$ cat config.mk
export PLATFORM = sky130hd
export DESIGN_NAME = uart_rx_ctl
export DESIGN_NICKNAME = d
export VERILOG_FILES = /design/src/rtl/uart_pkg.sv /design/src/rtl/uart_rx_fifo.sv /design/src/rtl/uart_rx_ctl.sv
export SDC_FILE = /design/constraint.sdc
export NUM_CORES = 1
export LEC_CHECK = 0
export BUFFER_PORTS_ARGS = -buffer_cell sky130_fd_sc_hd__buf_2
export CAP_MARGIN = 0
export CORE_UTILIZATION = 35
export CTS_CLUSTER_DIAMETER = 200
export DETAILED_ROUTE_END_ITERATION = 7
export SYNTH_ARGS = -nofsm -noshare
export SYNTH_HDL_FRONTEND = slang
export SYNTH_SLANG_ARGS = --single-unit
$ cat constraint.sdc
create_clock -name clk -period 10.7 [get_ports clk]
set_input_delay 1.605 -clock clk [delete_from_list [all_inputs] [get_ports clk]]
set_output_delay 1.605 -clock clk [all_outputs]
set_load 0.03 [all_outputs]
$ cat src/rtl/uart_pkg.sv
// Shared types and bit-timing constants for the UART receive path.
// Bit timing assumes a 16x oversampling enable.
package uart_pkg;

   typedef enum logic [2:0] {
      IDLE,
      START,
      DATA,
      PARITY,
      STOP,
      BRK
   } rx_state_e;

   localparam int         OVS        = 16;
   localparam int         TICK_W     = $clog2(OVS);
   localparam logic [3:0] MID_SAMPLE = 4'd7;
   localparam logic [3:0] LAST_TICK  = 4'd15;

endpackage

$ cat src/rtl/uart_rx_fifo.sv
// Show-ahead RX word FIFO: dout/empty/level register one clk after push/pop.
// Push into a full FIFO without a same-clk pop is dropped; push+pop when full both succeed.
module uart_rx_fifo #(
   parameter int DATA_W = 8,
   parameter int DEPTH  = 16
) (
   input  logic                     clk,
   input  logic                     rst,
   input  logic                     push,
   input  logic                     pop,
   input  logic [DATA_W-1:0]        din,
   output logic [DATA_W-1:0]        dout,
   output logic                     empty,
   output logic                     full,
   output logic [$clog2(DEPTH):0]   level
);

   localparam int AW = $clog2(DEPTH);
   localparam int CW = AW + 1;

   logic [DATA_W-1:0] mem_q [DEPTH];
   logic [AW-1:0]     wr_q, wr_d;
   logic [AW-1:0]     rd_q, rd_d;
   logic [CW-1:0]     cnt_q, cnt_d;
   logic [DATA_W-1:0] dout_q, dout_d;
   logic              do_push, do_pop;

   always_comb begin
      do_pop  = pop && (cnt_q != '0);
      do_push = push && ((cnt_q != CW'(DEPTH)) || do_pop);
      wr_d    = wr_q + AW'(do_push);
      rd_d    = rd_q + AW'(do_pop);
      cnt_d   = cnt_q + CW'(do_push) - CW'(do_pop);
      dout_d  = dout_q;
      // A word written this clk becomes the head only when it is the sole entry left.
      if (cnt_d != '0) begin
         if (do_push && (cnt_d == CW'(1)))
            dout_d = din;
         else
            dout_d = mem_q[rd_d];
      end
   end

   always_ff @(posedge clk) begin
      if (do_push)
         mem_q[wr_q] <= din;
   end

   always_ff @(posedge clk or posedge rst) begin
      if (rst) begin
         wr_q   <= '0;
         rd_q   <= '0;
         cnt_q  <= '0;
         dout_q <= '0;
      end else begin
         wr_q   <= wr_d;
         rd_q   <= rd_d;
         cnt_q  <= cnt_d;
         dout_q <= dout_d;
      end
   end

   assign dout  = dout_q;
   assign empty = (cnt_q == '0);
   assign full  = (cnt_q == CW'(DEPTH));
   assign level = cnt_q;

endmodule

$ cat src/rtl/uart_rx_ctl.sv
// UART receiver: rxd sync -> 16x frame FSM -> FIFO; word pushed 1 clk after stop sample, visible 1 clk later.
// No backpressure on the line: full FIFO drops words (overrun); rts hysteresis asks the peer to pause. Parity via UART_RX_PARITY_EN.
module uart_rx_ctl
   import uart_pkg::*;
#(
   parameter int DATA_W     = 8,
   parameter int DEPTH      = 16,
   parameter int RTS_HI     = 12,
   parameter int RTS_LO     = 4,
   parameter int PARITY_ODD = 0
) (
   input  logic                     clk,
   input  logic                     rst,
   input  logic                     baud_tick,
   input  logic                     rxd,
   input  logic                     rd,
   output logic [DATA_W-1:0]        dout,
   output logic                     empty,
   output logic [$clog2(DEPTH):0]   level,
   output logic                     rts,
   output logic                     frame_err,
   output logic                     overrun,
   output logic                     parity_err
);

   localparam int LW  = $clog2(DEPTH) + 1;
   localparam int BCW = $clog2(DATA_W);

`ifdef UART_RX_PARITY_EN
   localparam rx_state_e AFTER_DATA = PARITY;
   localparam logic      PAR_ODD    = (PARITY_ODD != 0);
   logic par_bad_q;
   logic parity_err_q;
`else
   localparam rx_state_e AFTER_DATA = STOP;
`endif

   logic              sync1_q, sync2_q;
   logic              rxd_s;
   rx_state_e         state_q;
   logic [TICK_W-1:0] tick_q;
   logic [BCW-1:0]    bit_q;
   logic [DATA_W-1:0] shreg_q;
   logic              push_q;
   logic              frame_err_q;
   logic              overrun_q;
   logic              rts_q;
   logic              par_fail;
   logic              full;

   always_ff @(posedge clk or posedge rst) begin
      if (rst) begin
         sync1_q <= 1'b1;
         sync2_q <= 1'b1;
      end else begin
         sync1_q <= rxd;
         sync2_q <= sync1_q;
      end
   end

   assign rxd_s = sync2_q;

`ifdef UART_RX_PARITY_EN
   assign par_fail   = par_bad_q;
   assign parity_err = parity_err_q;
`else
   assign par_fail   = 1'b0;
   assign parity_err = 1'b0;
`endif

   always_ff @(posedge clk or posedge rst) begin
      if (rst) begin
         state_q      <= IDLE;
         tick_q       <= '0;
         bit_q        <= '0;
         shreg_q      <= '0;
         push_q       <= 1'b0;
         frame_err_q  <= 1'b0;
`ifdef UART_RX_PARITY_EN
         par_bad_q    <= 1'b0;
         parity_err_q <= 1'b0;
`endif
      end else begin
         push_q      <= 1'b0;
         frame_err_q <= 1'b0;
`ifdef UART_RX_PARITY_EN
         parity_err_q <= 1'b0;
`endif
         if (baud_tick) begin
            case (state_q)
               IDLE: begin
                  if (!rxd_s) begin
                     state_q <= START;
                     tick_q  <= '0;
                  end
               end
               START: begin
                  // A start bit that is high again at mid-bit was only a glitch.
                  if (tick_q == MID_SAMPLE) begin
                     if (rxd_s) begin
                        state_q <= IDLE;
                     end else begin
                        state_q <= DATA;
                        tick_q  <= '0;
                        bit_q   <= '0;
                     end
                  end else begin
                     tick_q <= tick_q + TICK_W'(1);
                  end
               end
               DATA: begin
                  tick_q <= tick_q + TICK_W'(1);
                  if (tick_q == LAST_TICK) begin
                     shreg_q <= {rxd_s, shreg_q[DATA_W-1:1]};
                     bit_q   <= bit_q + BCW'(1);
                     if (bit_q == BCW'(DATA_W - 1))
                        state_q <= AFTER_DATA;
                  end
               end
`ifdef UART_RX_PARITY_EN
               PARITY: begin
                  tick_q <= tick_q + TICK_W'(1);
                  if (tick_q == LAST_TICK) begin
                     par_bad_q <= (rxd_s != ((^shreg_q) ^ PAR_ODD));
                     state_q   <= STOP;
                  end
               end
`endif
               STOP: begin
                  tick_q <= tick_q + TICK_W'(1);
                  if (tick_q == LAST_TICK) begin
`ifdef UART_RX_PARITY_EN
                     parity_err_q <= par_bad_q;
`endif
                     if (rxd_s) begin
                        push_q  <= !par_fail;
                        state_q <= IDLE;
                     end else begin
                        frame_err_q <= 1'b1;
                        state_q     <= BRK;
                     end
                  end
               end
               BRK: begin
                  if (rxd_s)
                     state_q <= IDLE;
               end
               default: state_q <= IDLE;
            endcase
         end
      end
   end

   uart_rx_fifo #(
      .DATA_W (DATA_W),
      .DEPTH  (DEPTH)
   ) u_fifo (
      .clk   (clk),
      .rst   (rst),
      .push  (push_q),
      .pop   (rd),
      .din   (shreg_q),
      .dout  (dout),
      .empty (empty),
      .full  (full),
      .level (level)
   );

   always_ff @(posedge clk or posedge rst) begin
      if (rst) begin
         overrun_q <= 1'b0;
         rts_q     <= 1'b0;
      end else begin
         overrun_q <= push_q && full && !rd;
         if (level >= LW'(RTS_HI))
            rts_q <= 1'b1;
         else if (level <= LW'(RTS_LO))
            rts_q <= 1'b0;
      end
   end

   assign frame_err = frame_err_q;
   assign overrun   = overrun_q;
   assign rts       = rts_q;

endmodule
After elaboration in Yosys (flattened, before gate mapping)
Memories as Yosys holds them, arrays and structs flattened.
Index checks and enable logic that the tools add are counted.
{"block": "op_classes", "add_sub_neg": 6, "order_cmp": 2, "eq_ne": 17, "n_mux": 29, "reduce_logical": 19}
{"op": "2-to-1 mux 3 bit", "count": 10}
{"op": "one-hot mux 3 bit (5 select lines)", "count": 1}
{"op": "inequality test 2 bit (second input constant)", "count": 7}
{"op": "2-to-1 mux 1 bit", "count": 12}
{"op": "one-hot mux 4 bit (3 select lines)", "count": 1}
{"op": "nonzero test 5 bit", "count": 2}
{"op": "equality test 3 bit (second input constant)", "count": 3}
{"op": "adder 4 x 1 -> 4 bit", "count": 2}
{"op": "2-to-1 mux 4 bit", "count": 2}
{"op": "2-to-1 mux 8 bit", "count": 1}
{"op": "AND reduction 7 bit", "count": 1}
{"op": "one-hot mux 3 bit (2 select lines)", "count": 1}
{"op": "adder 5 x 1 -> 5 bit", "count": 1}
{"op": "equality test 5 x 1 -> 1 bit (second input constant)", "count": 1}
{"op": "equality test 5 bit (second input constant)", "count": 1}
{"op": ">= comparator 5 x 4 -> 1 bit (second input constant)", "count": 1}
{"op": "<= comparator 5 x 3 -> 1 bit (second input constant)", "count": 1}
{"op": "logical AND 1 bit", "count": 5}
{"op": "zero test 5 bit", "count": 1}
{"op": "inequality test 5 bit (second input constant)", "count": 1}
{"op": "AND reduction 5 bit", "count": 1}
{"op": "subtractor 5 x 1 -> 5 bit", "count": 1}
{"op": "adder 4 x 1 -> 4 bit (second input constant)", "count": 1}
{"op": "equality test 4 x 3 -> 1 bit (second input constant)", "count": 1}
{"op": "13 further kinds", "count": 14}
{"block": "word_totals", "reg_bits": 45, "mem_bits_rw": 128, "inputBits": 5, "out_inout_bits": 18, "word_cells": 88, "n_memories": 1}
{"name": "u_fifo.mem_q", "words": 16, "width": 8, "read_ports": 1, "rd_ports_with_merged_regs": 0, "write_ports": 1, "line": "uart_rx_fifo.sv:21", "text": "logic [DATA_W-1:0] mem_q [DEPTH];"}

Longest topological paths before layout
Gate-level depths: netlist of run 1.
{"block": "logic_depth", "depth_word": 9, "depth_mapped": 15, "mapped_depth_nobuf": 14}

By module
Synthesis of run 1 repeated with hierarchy kept, for this count alone.
{"block": "hier_totals", "cells_unflattened": 436, "area_unflattened_um2": 7285.7}
{"module": "uart_rx_fifo", "n_inst": 1, "cells_each": 328, "area_each_um2": 6099.6, "seq_area_each_um2": 4369.2}
{"module": "uart_rx_ctl", "n_inst": 1, "cells_each": 108, "area_each_um2": 1186.1, "seq_area_each_um2": 603.1}

Worst setup path after synthesis of run 1
No wires, ideal clock.
{"block": "synth_timing", "path_type": "input to register", "startpoint": "in rd", "endpoint": "reg u_fifo.dout_q[0] (netlist: u_fifo.dout[0])", "setup_time_ps": 132, "arrival_ps": 3930, "required_ps": 10568, "setup_slack_ps": 6638, "cell_stages": 11, "n_path_buf": 1, "path_cell_list": "nand2b_1 > o21ai_2 > inv_2 > ha_1 > fa_1 > a21oi_1 > o2111ai_2 > a211o_1 > buf_6 > o31ai_2 > a211oi_1"}
{"block": "synth_between", "elab_chain_cells": 8, "word_cells_on_any_way": 11, "cone_classes": "add/sub: 3; eq/ne: 1; mux: 1; reduce/logical: 5; memory: 1"}
{"item": "start: declaration", "line": "uart_rx_ctl.sv:16", "text": "input logic rd,"}
{"item": "logical AND 1 bit (*)", "line": "uart_rx_fifo.sv:29", "text": "do_pop = pop && (cnt_q != '0);"}
{"item": "logical OR 1 bit", "line": "uart_rx_fifo.sv:30", "text": "do_push = push && ((cnt_q != CW'(DEPTH)) || do_pop);"}
{"item": "logical AND 1 bit", "line": "uart_rx_fifo.sv:30"}
{"item": "adder 5 x 1 -> 5 bit", "line": "uart_rx_fifo.sv:33", "text": "cnt_d = cnt_q + CW'(do_push) - CW'(do_pop);"}
{"item": "subtractor 5 x 1 -> 5 bit", "line": "uart_rx_fifo.sv:33"}
{"item": "equality test 5 x 1 -> 1 bit", "line": "uart_rx_fifo.sv:37", "text": "if (do_push && (cnt_d == CW'(1)))"}
{"item": "logical AND 1 bit", "line": "uart_rx_fifo.sv:37"}
{"item": "2-to-1 mux 8 bit", "line": "uart_rx_fifo.sv:37"}
{"item": "end signal: assignment", "line": "uart_rx_fifo.sv:59", "text": "dout_q <= dout_d;"}
{"item": "end: declaration", "line": "uart_rx_fifo.sv:25", "text": "logic [DATA_W-1:0] dout_q, dout_d;"}
Every way passes the cells marked *; elsewhere a longest branch is shown, timed or not.
A chain may end at the register's enable or synchronous reset.

Final worst setup path of run 1
Same ends and word-level chain as after synthesis.

==> impl_metrics.sql, run 1 <==
INSERT INTO impl_metrics (metric_group, metric, value, unit) VALUES
('grt', 'grt_first_pass_wirelength', '24.11', 'mm'),
('grt', 'maximum_number_of_pins_on_one_net_before_global_route_repair', '48', ''),
('clock_tree', 'cts_hold_buf', '0', ''),
('clock_tree', 'cts.sinks', '173', ''),
('finish', 'layout_cells_sized_above_1', '22.54', '%'),
('timing', 'setup_total_negative_slack', '0', 'ns'),
('logic_synthesis', 'synth-edff-count', '128', ''),
('power', 'p_leak', '0.003137', 'uW'),
('clock_tree', 'clock_tree.htree_level_count', '4', ''),
('power', 'powerDensity', '256.1', 'mW/mm^2'),
('worst_setup_path', 'timing.setup.critical_path_class', 'in -> reg', ''),
('grt', 'globalRouteTotalUtil', '14.94', '%'),
('worst_setup_path', 'worstPathRequired', '10.98', 'ns'),
('timing', 'min_period_over_period', '42.09', '%'),
('logic_synthesis', 'synth_top_area_cell', 'sky130_fd_sc_hd__edfxtp_1', ''),
('logic_synthesis', 'netlist_area', '0.007555', 'sq mm'),
('finish', 'areaGrowthSynthToFinish', '11.89', '%'),
('clock_tree', 'post-cts-setup-buffers', '0', ''),
('placement', 'dp_hpwl', '9.531', 'mm'),
('worst_setup_path', 'worst_ep_arrival_time', '4.78', 'ns'),
('grt', 'global_route.usage.met2', '24.30', '%'),
('logic_synthesis', 'ys_dominant_reg_cell', 'sky130_fd_sc_hd__edfxtp_1', ''),
('route', 'dr.first_iter.drc_count', '311', ''),
('clock_tree', 'cts_tree', 'built', ''),
('worst_setup_path', 'timing.critical_path.fanout_max', '14', ''),
('run', 'number_of_max_cap_violations', '0', ''),
('route', 'vias_per_cell', '5.222', ''),
('timing', 'number_of_failing_setup_endpoints_in_the_final_timing_report', '0', ''),
('status', 'outcome', 'finished, final reports clean', ''),
('grt', 'grt_busiest_layer', 'met2', ''),
('power', 'power.ir.vdd_worst', '0.1109', 'mV'),
('timing', 'fin_skew', '0.01084', 'ns'),
('logic_synthesis', 'synthesis.area_per_instance', '16.46', 'sq um'),
('min_path', 'worstHoldPathType', 'reg -> reg', ''),
('clock_tree', 'cts-root-to-sink-buffers', '2', ''),
('timing', 'final_max_slew_violation_count', '0', ''),
('die', 'initial_core_util', '35.83', '%'),
('die', 'coreArea', '0.02109', 'sq mm'),
('logic_synthesis', 'yosysWarningCount', '0', ''),
('route', 'drt-total-wl', '15.39', 'mm'),
('placement', 'io_buffers', '21', ''),
('route', 'drt-wirelength-per-cell', '19.93', 'um'),
('die', 'fp.dieW', '148.9', 'um'),
('finish', 'mostFrequentLayoutCells', 'sky130_fd_sc_hd__edfxtp_1, sky130_fd_sc_hd__mux2i_1, sky130_fd_sc_hd__dfrtp_1', ''),
('placement', 'gp_congestion', '0.7779', ''),
('clock_tree', 'cts_resized', '0', ''),
('die', 'fp-row-count', '53', ''),
('finish', 'final_common_cell', 'sky130_fd_sc_hd__edfxtp_1', ''),
('logic_synthesis', 'synth.ff_latch_count', '173', ''),
('timing', 'hold_ws', '0.3560', 'ns'),
('route', 'drt.antenna.violating_nets', '0', ''),
('timing', 'grt_setup_unrepaired', 'no', ''),
('clock_tree', 'clockRootBuffer', 'sky130_fd_sc_hd__clkbuf_16', ''),
('worst_setup_path', 'worst_setup_path_end_kind', 'flop', ''),
('worst_setup_path', 'worstPathCellList', 'buf_2, nand2b_1, o21ai_2, inv_2, ha_1, fa_1, a21oi_1, o2111ai_2, a211o_1, o32ai_1, a211oi_1', ''),
('worst_setup_path', 'critPathBufInv', '2', ''),
('timing', 'finalHoldViolCount', '0', ''),
('finish', 'nets', '507', ''),
('logic_synthesis', 'yosysSeqAreaShare', '65.82', '%'),
('worst_setup_path', 'critPathMaxStageDelay', '0.51', 'ns'),
('die', 'pin_count', '23', ''),
('finish', 'n_fill_cell', '1925', ''),
('logic_synthesis', 'post_synth_main_area_contributors', 'sky130_fd_sc_hd__edfxtp_1, sky130_fd_sc_hd__dfrtp_1, sky130_fd_sc_hd__mux4_2', ''),
('logic_synthesis', 'area_share_of_the_leading_cell_type_in_the_synthesized_netlist', '50.88', '%'),
('timing', 'max_freq', '0.2221', 'GHz'),
('logic_synthesis', 'synthArstFlopShare', '26.01', '%'),
('finish', 'insertedDiodeCount', '0', ''),
('grt', 'via_count_of_the_first_global_routing_pass', '4102', ''),
('timing', 'final.min_clock_period', '4.503', 'ns'),
('route', 'drtPass1Iterations', '5', ''),
('grt', 'grtUsageMet3', '2.936', '%');
-- power by group --
part	switching, uW	internal (uW)	total (uW)
clock network	257	321	578
registers	53.4	760	813
logic	451	322	773
-- synth_stat cells, types with 2 or more instances --
master and instances:
sky130_fd_sc_hd__nor2b_1 3, sky130_fd_sc_hd__buf_12 2, sky130_fd_sc_hd__and3_1 3, sky130_fd_sc_hd__a22oi_1 8
sky130_fd_sc_hd__o21ai_0 6, sky130_fd_sc_hd__nand4_1 7, sky130_fd_sc_hd__or2_2 2, sky130_fd_sc_hd__xor2_1 2
sky130_fd_sc_hd__nand3_1 24, sky130_fd_sc_hd__nand2_1 10, sky130_fd_sc_hd__mux4_2 21, sky130_fd_sc_hd__mux4_1 4
sky130_fd_sc_hd__clkbuf_1 6, sky130_fd_sc_hd__and3b_1 2, sky130_fd_sc_hd__nor3_1 10, sky130_fd_sc_hd__mux2i_1 43
sky130_fd_sc_hd__edfxtp_1 128, sky130_fd_sc_hd__dfrtp_1 43, sky130_fd_sc_hd__a211o_1 2, sky130_fd_sc_hd__nand2b_1 5
sky130_fd_sc_hd__o22ai_1 2, sky130_fd_sc_hd__xnor2_1 3, sky130_fd_sc_hd__ha_1 17, sky130_fd_sc_hd__inv_1 16
sky130_fd_sc_hd__mux2_2 11, sky130_fd_sc_hd__a21oi_1 8, sky130_fd_sc_hd__buf_2 6, sky130_fd_sc_hd__dfstp_2 2
sky130_fd_sc_hd__buf_6 4, sky130_fd_sc_hd__a22o_1 2, sky130_fd_sc_hd__nor2_1 24, sky130_fd_sc_hd__buf_4 2
-- worst reg2reg max path, delay by kind of cell (launching register included) --
family / cells / cell delay, ns
AOI/OAI and AO/OA: 6 / 1.94
adders and majority gates: 3 / 0.95
buffers and inverters: 2 / 0.35
DFF: 1 / 0.47
and+or+nand+nor: 1 / 0.42
-- stage by stage --
step                util (%)  area (sq um)  power (uW)  std cells  worst slack (ns)
floorplan                  -          7555        1483        459             6.638
global placement       37.47          7901        1582        740             5.977
detailed placement     37.47          7901        1604        740             5.817
CTS                    40.09          8453        2182        772             6.268
global route           40.09          8453        2274        772             6.064
finish                 40.09          8453        2165        772             6.197
-- path summary, 6_finish.rpt --
kind	startpoint	cells after the start	to	slack, ns
max	rd	11	u_fifo.dout[0]$_DFFE_PP0P_	6.20
max in group asynchronous	rst	2	u_fifo.dout[4]$_DFFE_PP0P_	8.70
min in group asynchronous	rst	2	frame_err$_DFF_PP0_	1.40
max reg2reg	u_fifo.level[2]$_DFF_PP0_	12	u_fifo.dout[0]$_DFFE_PP0P_	6.44
min reg2reg	sync1_q$_DFF_PP1_	0	rxd_s$_DFF_PP1_	0.36
min	sync1_q$_DFF_PP1_	0	rxd_s$_DFF_PP1_	0.36
-- registers in the layout, indices dropped and copies added, names as in the netlist, 3 cells and up --
register      count
bit_q             3
shreg_q           8
state_q           3
tick_q            4
u_fifo.dout       8
u_fifo.level      5
u_fifo.mem_q    128
u_fifo.rd_q       4
u_fifo.wr_q       4
-- area by class of cell --
type | count | area (sq um) | share of cell area [%]
multi-input combinational | 247 | 2364 | 27.96
tap | 275 | 344.1 | 4.070
clock buffer | 19 | 432.9 | 5.121
inverter | 17 | 63.81 | 0.7549
clock inverter | 13 | 118.9 | 1.406
timing repair buffer | 28 | 157.7 | 1.865
sequential | 173 | 4972 | 58.82
-- metal layers --
metal	vias to the layer above	routed length [um]
met3	15	535
met4	0	220
met1	2098	6992
li1	1833	-
met5	-	0
met2	85	7639
-- cell families (layout without fill, tap and decap cells) --
family          after synthesis  count (layout)  synth area share (%)
compound gates               46              46                 5.101
xor+xnor                      7               7                 1.309
fa+ha+maj                    18              18                 3.080
buf+inv                      39              77                 3.130
flops                       173             173                 65.82
mux                          80              80                 15.14
other cells                   1               1               0.04964
simple gates                 95              95                 6.377
(Power assumes the default switching activity.)
==> run 2, diff against run 1 <==
==> constraint.sdc (replaced) <==
create_clock -name clk -period 4.1 [get_ports clk]
set_input_delay 0.615 -clock clk [delete_from_list [all_inputs] [get_ports clk]]
set_output_delay 0.615 -clock clk [all_outputs]
set_load 0.03 [all_outputs]
==> impl_metrics.sql, run 2 (synthesis gave the netlist of run 1 again) <==
INSERT INTO impl_metrics (metric_group, metric, value, unit) VALUES
('worst_setup_path', 'worstPathRequired', '4.37', 'ns'),
('placement', 'gp_congestion', '0.7957', ''),
('finish', 'insertedDiodeCount', '0', ''),
('clock_tree', 'cts.sinks', '173', ''),
('finish', 'layout_cells_sized_above_1', '23.60', '%'),
('route', 'drt.antenna.violating_nets', '0', ''),
('route', 'drtPass1Iterations', '5', ''),
('worst_setup_path', 'reg2reg_slack', '0.23', 'ns'),
('clock_tree', 'clock_tree.htree_level_count', '4', ''),
('route', 'remaining_drc_errors', '0', ''),
('grt', 'maximum_number_of_pins_on_one_net_before_global_route_repair', '48', ''),
('placement', 'dp_hpwl', '9.570', 'mm'),
('clock_tree', 'cts_hold_buf', '0', ''),
('worst_setup_path', 'critical-path-slowest-cell', 'sky130_fd_sc_hd__fa_1', ''),
('die', 'fp-row-count', '53', ''),
('timing', 'normalized_max_slew_margin', '36.00', '%'),
('clock_tree', 'post-cts-setup-buffers', '0', ''),
('finish', 'layout.area.seq', '0.004972', 'sq mm'),
('power', 'powerDensity', '669.0', 'mW/mm^2'),
('worst_setup_path', 'critPathMaxStageDelay', '0.49', 'ns'),
('finish', 'areaGrowthSynthToFinish', '12.60', '%'),
('clock_tree', 'cts_resized', '0', ''),
('finish', 'mostFrequentLayoutCells', 'sky130_fd_sc_hd__edfxtp_1, sky130_fd_sc_hd__mux2i_1, sky130_fd_sc_hd__dfrtp_1', ''),
('finish', 'n_fill_cell', '1908', ''),
('timing', 'grt_setup_unrepaired', 'no', ''),
('timing', 'final.min_clock_period', '3.866', 'ns'),
('clock_tree', 'cts-root-to-sink-buffers', '2', ''),
('worst_setup_path', 'timing.critical_path.fanout_max', '9', ''),
('finish', 'finish.instance_area', '0.008507', 'sq mm'),
('worst_setup_path', 'timing.setup.critical_path_class', 'reg -> reg', ''),
('route', 'dr.first_iter.drc_count', '375', ''),
('die', 'pin_count', '23', ''),
('clock_tree', 'cts_tree', 'built', ''),
('worst_setup_path', 'worstPathCellList', 'inv_1, ha_1, or3b_1, nor2_1, nor2b_1, ha_1, inv_1, ha_1, fa_1, a21oi_1, o2111ai_2, a211o_1, o32ai_1, a211oi_1', ''),
('worst_setup_path', 'r2r-end', 'u_fifo.dout[0]$_DFFE_PP0P_', ''),
('grt', 'grt_antenna_before_repair', '0', ''),
('die', 'fp.dieW', '148.9', 'um'),
('clock_tree', 'numCtsBuffers', '17', ''),
('placement', 'detailed_place.area', '0.007936', 'sq mm'),
('clock_tree', 'clock_insertion_delay_at_the_later_pin_of_the_skew_report', '0.43', 'ns'),
('route', 'drt-wirelength-per-cell', '19.19', 'um'),
('grt', 'grt_first_pass_wirelength', '23.36', 'mm'),
('timing', 'hold_ws', '0.2823', 'ns'),
('clock_tree', 'clockRootBuffer', 'sky130_fd_sc_hd__clkbuf_16', ''),
('finish', 'multiInputGateArea', '0.002364', 'sq mm'),
('worst_setup_path', 'cp.depth', '14', ''),
('timing', 'min_period_over_period', '94.29', '%'),
('timing', 'max_freq', '0.2587', 'GHz'),
('die', 'overall_die_area', '0.02218', 'sq mm'),
('timing', 'finalHoldViolCount', '0', ''),
('worst_setup_path', 'r2r_start', 'u_fifo.level[2]$_DFF_PP0_', ''),
('timing', 'setup_total_negative_slack', '0', 'ns'),
('timing', 'fin_skew', '0.009480', 'ns'),
('status', 'outcome', 'finished, final reports clean', ''),
('worst_setup_path', 'worstRegToRegCells', '14', ''),
('worst_setup_path', 'timing.critical_path.max_delay_family', 'compound AO/OA/AOI/OAI gates', ''),
('run', 'number_of_max_cap_violations', '0', ''),
('finish', 'nets', '510', ''),
('die', 'die_height', '148.9', 'um'),
('min_path', 'worstHoldPathType', 'in -> reg', ''),
('worst_setup_path', 'critical_path.startpoint_type', 'flop', ''),
('grt', 'globalRouteTotalUtil', '14.45', '%'),
('finish', 'largest-register', 'u_fifo.mem_q', ''),
('die', 'coreArea', '0.02109', 'sq mm'),
('die', 'initial_core_util', '35.83', '%'),
('power', 'p_leak', '0.003189', 'uW'),
('route', 'vias_per_cell', '5.160', ''),
('grt', 'via_count_of_the_first_global_routing_pass', '3990', ''),
('finish', 'final_common_cell', 'sky130_fd_sc_hd__edfxtp_1', ''),
('worst_setup_path', 'worst_setup_path_startpoint', 'u_fifo.level[2]$_DFF_PP0_', ''),
('worst_setup_path', 'timing.critical_path.to', 'u_fifo.dout[0]$_DFFE_PP0P_', ''),
('worst_setup_path', 'worst_ep_arrival_time', '4.14', 'ns'),
('route', 'via_count', '3999', ''),
('worst_setup_path', 'worst_setup_path_end_kind', 'flop', ''),
('finish', 'largest_register_ff_count', '128', ''),
('grt', 'overall_overflow_remaining_after_global_route', '0', ''),
('power', 'power.ir.vdd_worst', '0.4379', 'mV'),
('timing', 'timing_worst_slew_pin_value', '0.9586', 'ns'),
('timing', 'number_of_failing_setup_endpoints_in_the_final_timing_report', '0', ''),
('worst_setup_path', 'crit_path_frequent_cell', 'sky130_fd_sc_hd__ha_1', ''),
('route', 'drt-total-wl', '14.87', 'mm'),
('placement', 'io_buffers', '21', ''),
('timing', 'final_max_slew_violation_count', '0', ''),
('worst_setup_path', 'critPathBufInv', '2', ''),
('clock_tree', 'clkTransAtPathRegs', '0.07', 'ns');
[run 2: cell count changes in the layout (fill, tap and decap cells not counted), sizes merged]
cell / previous run / this run
clkinv: 4 / 5
clkbuf: 19 / 17
clkinvlp: 6 / 0
bufinv: 1 / 0
buf: 28 / 31
inv: 19 / 27
[run 2: worst reg2reg max path, stage by stage (launching register included)]
cell,delay [ns]
sky130_fd_sc_hd__dfrtp_1,0.46
sky130_fd_sc_hd__inv_1,0.13
sky130_fd_sc_hd__ha_1,0.14
sky130_fd_sc_hd__or3b_1,0.39
sky130_fd_sc_hd__nor2_1,0.16
sky130_fd_sc_hd__nor2b_1,0.09
sky130_fd_sc_hd__ha_1,0.28
sky130_fd_sc_hd__inv_1,0.04
sky130_fd_sc_hd__ha_1,0.20
sky130_fd_sc_hd__fa_1,0.49
sky130_fd_sc_hd__a21oi_1,0.28
sky130_fd_sc_hd__o2111ai_2,0.21
sky130_fd_sc_hd__a211o_1,0.47
sky130_fd_sc_hd__o32ai_1,0.28
sky130_fd_sc_hd__a211oi_1,0.09
[run 2: routing by layer]
metal	share of wire (%)	vias to the layer above	GRT usage, %
li1	-	1853	-
met1	47	2070	19.32
met2	50	60	23.37
met3	2.0	16	2.661
met4	1.6	0	5.510
met5	0	-	0
[run 2: metrics by stage]
stage          util [%]  worst slack [ns]  power [uW]  cells
6_report          40.34            0.2339        5691    775
4_1_cts           40.34            0.2643        5746    775
5_1_grt           40.34           0.02419        5983    775
3_5_place_dp      37.64            0.3010        4215    743
2_1_floorplan         -           0.04667        3870    459
3_3_place_gp      37.64            0.4903        4144    743
[run 2: area by class of cell]
cell class / instances / share of cell area, %
clock buffers: 17 / 5.001
well taps: 275 / 4.045
inverters: 17 / 0.7501
flip-flops and latches: 173 / 58.45
multi-input cells: 247 / 27.78
repair buffers: 31 / 2.265
clock inverters: 15 / 1.706
[run 2: how the worst min path moves through the flow]
stage,from,to,slack [ns],depth (start not counted)
2_1_floorplan,sync1_q$_DFF_PP1_,rxd_s$_DFF_PP1_,0.35,0
3_3_place_gp,sync1_q$_DFF_PP1_,rxd_s$_DFF_PP1_,0.35,0
3_5_place_dp,sync1_q$_DFF_PP1_,rxd_s$_DFF_PP1_,0.35,0
4_1_cts,rxd,sync1_q$_DFF_PP1_,0.27,1
5_1_grt,rxd,sync1_q$_DFF_PP1_,0.27,1
6_report,rxd,sync1_q$_DFF_PP1_,0.28,1
[run 2: power by group]
part / switching [uW] / internal, uW
Clock: 727 / 809
Combinational: 1160 / 873
Sequential: 144 / 1980
Total: 2030 / 3660
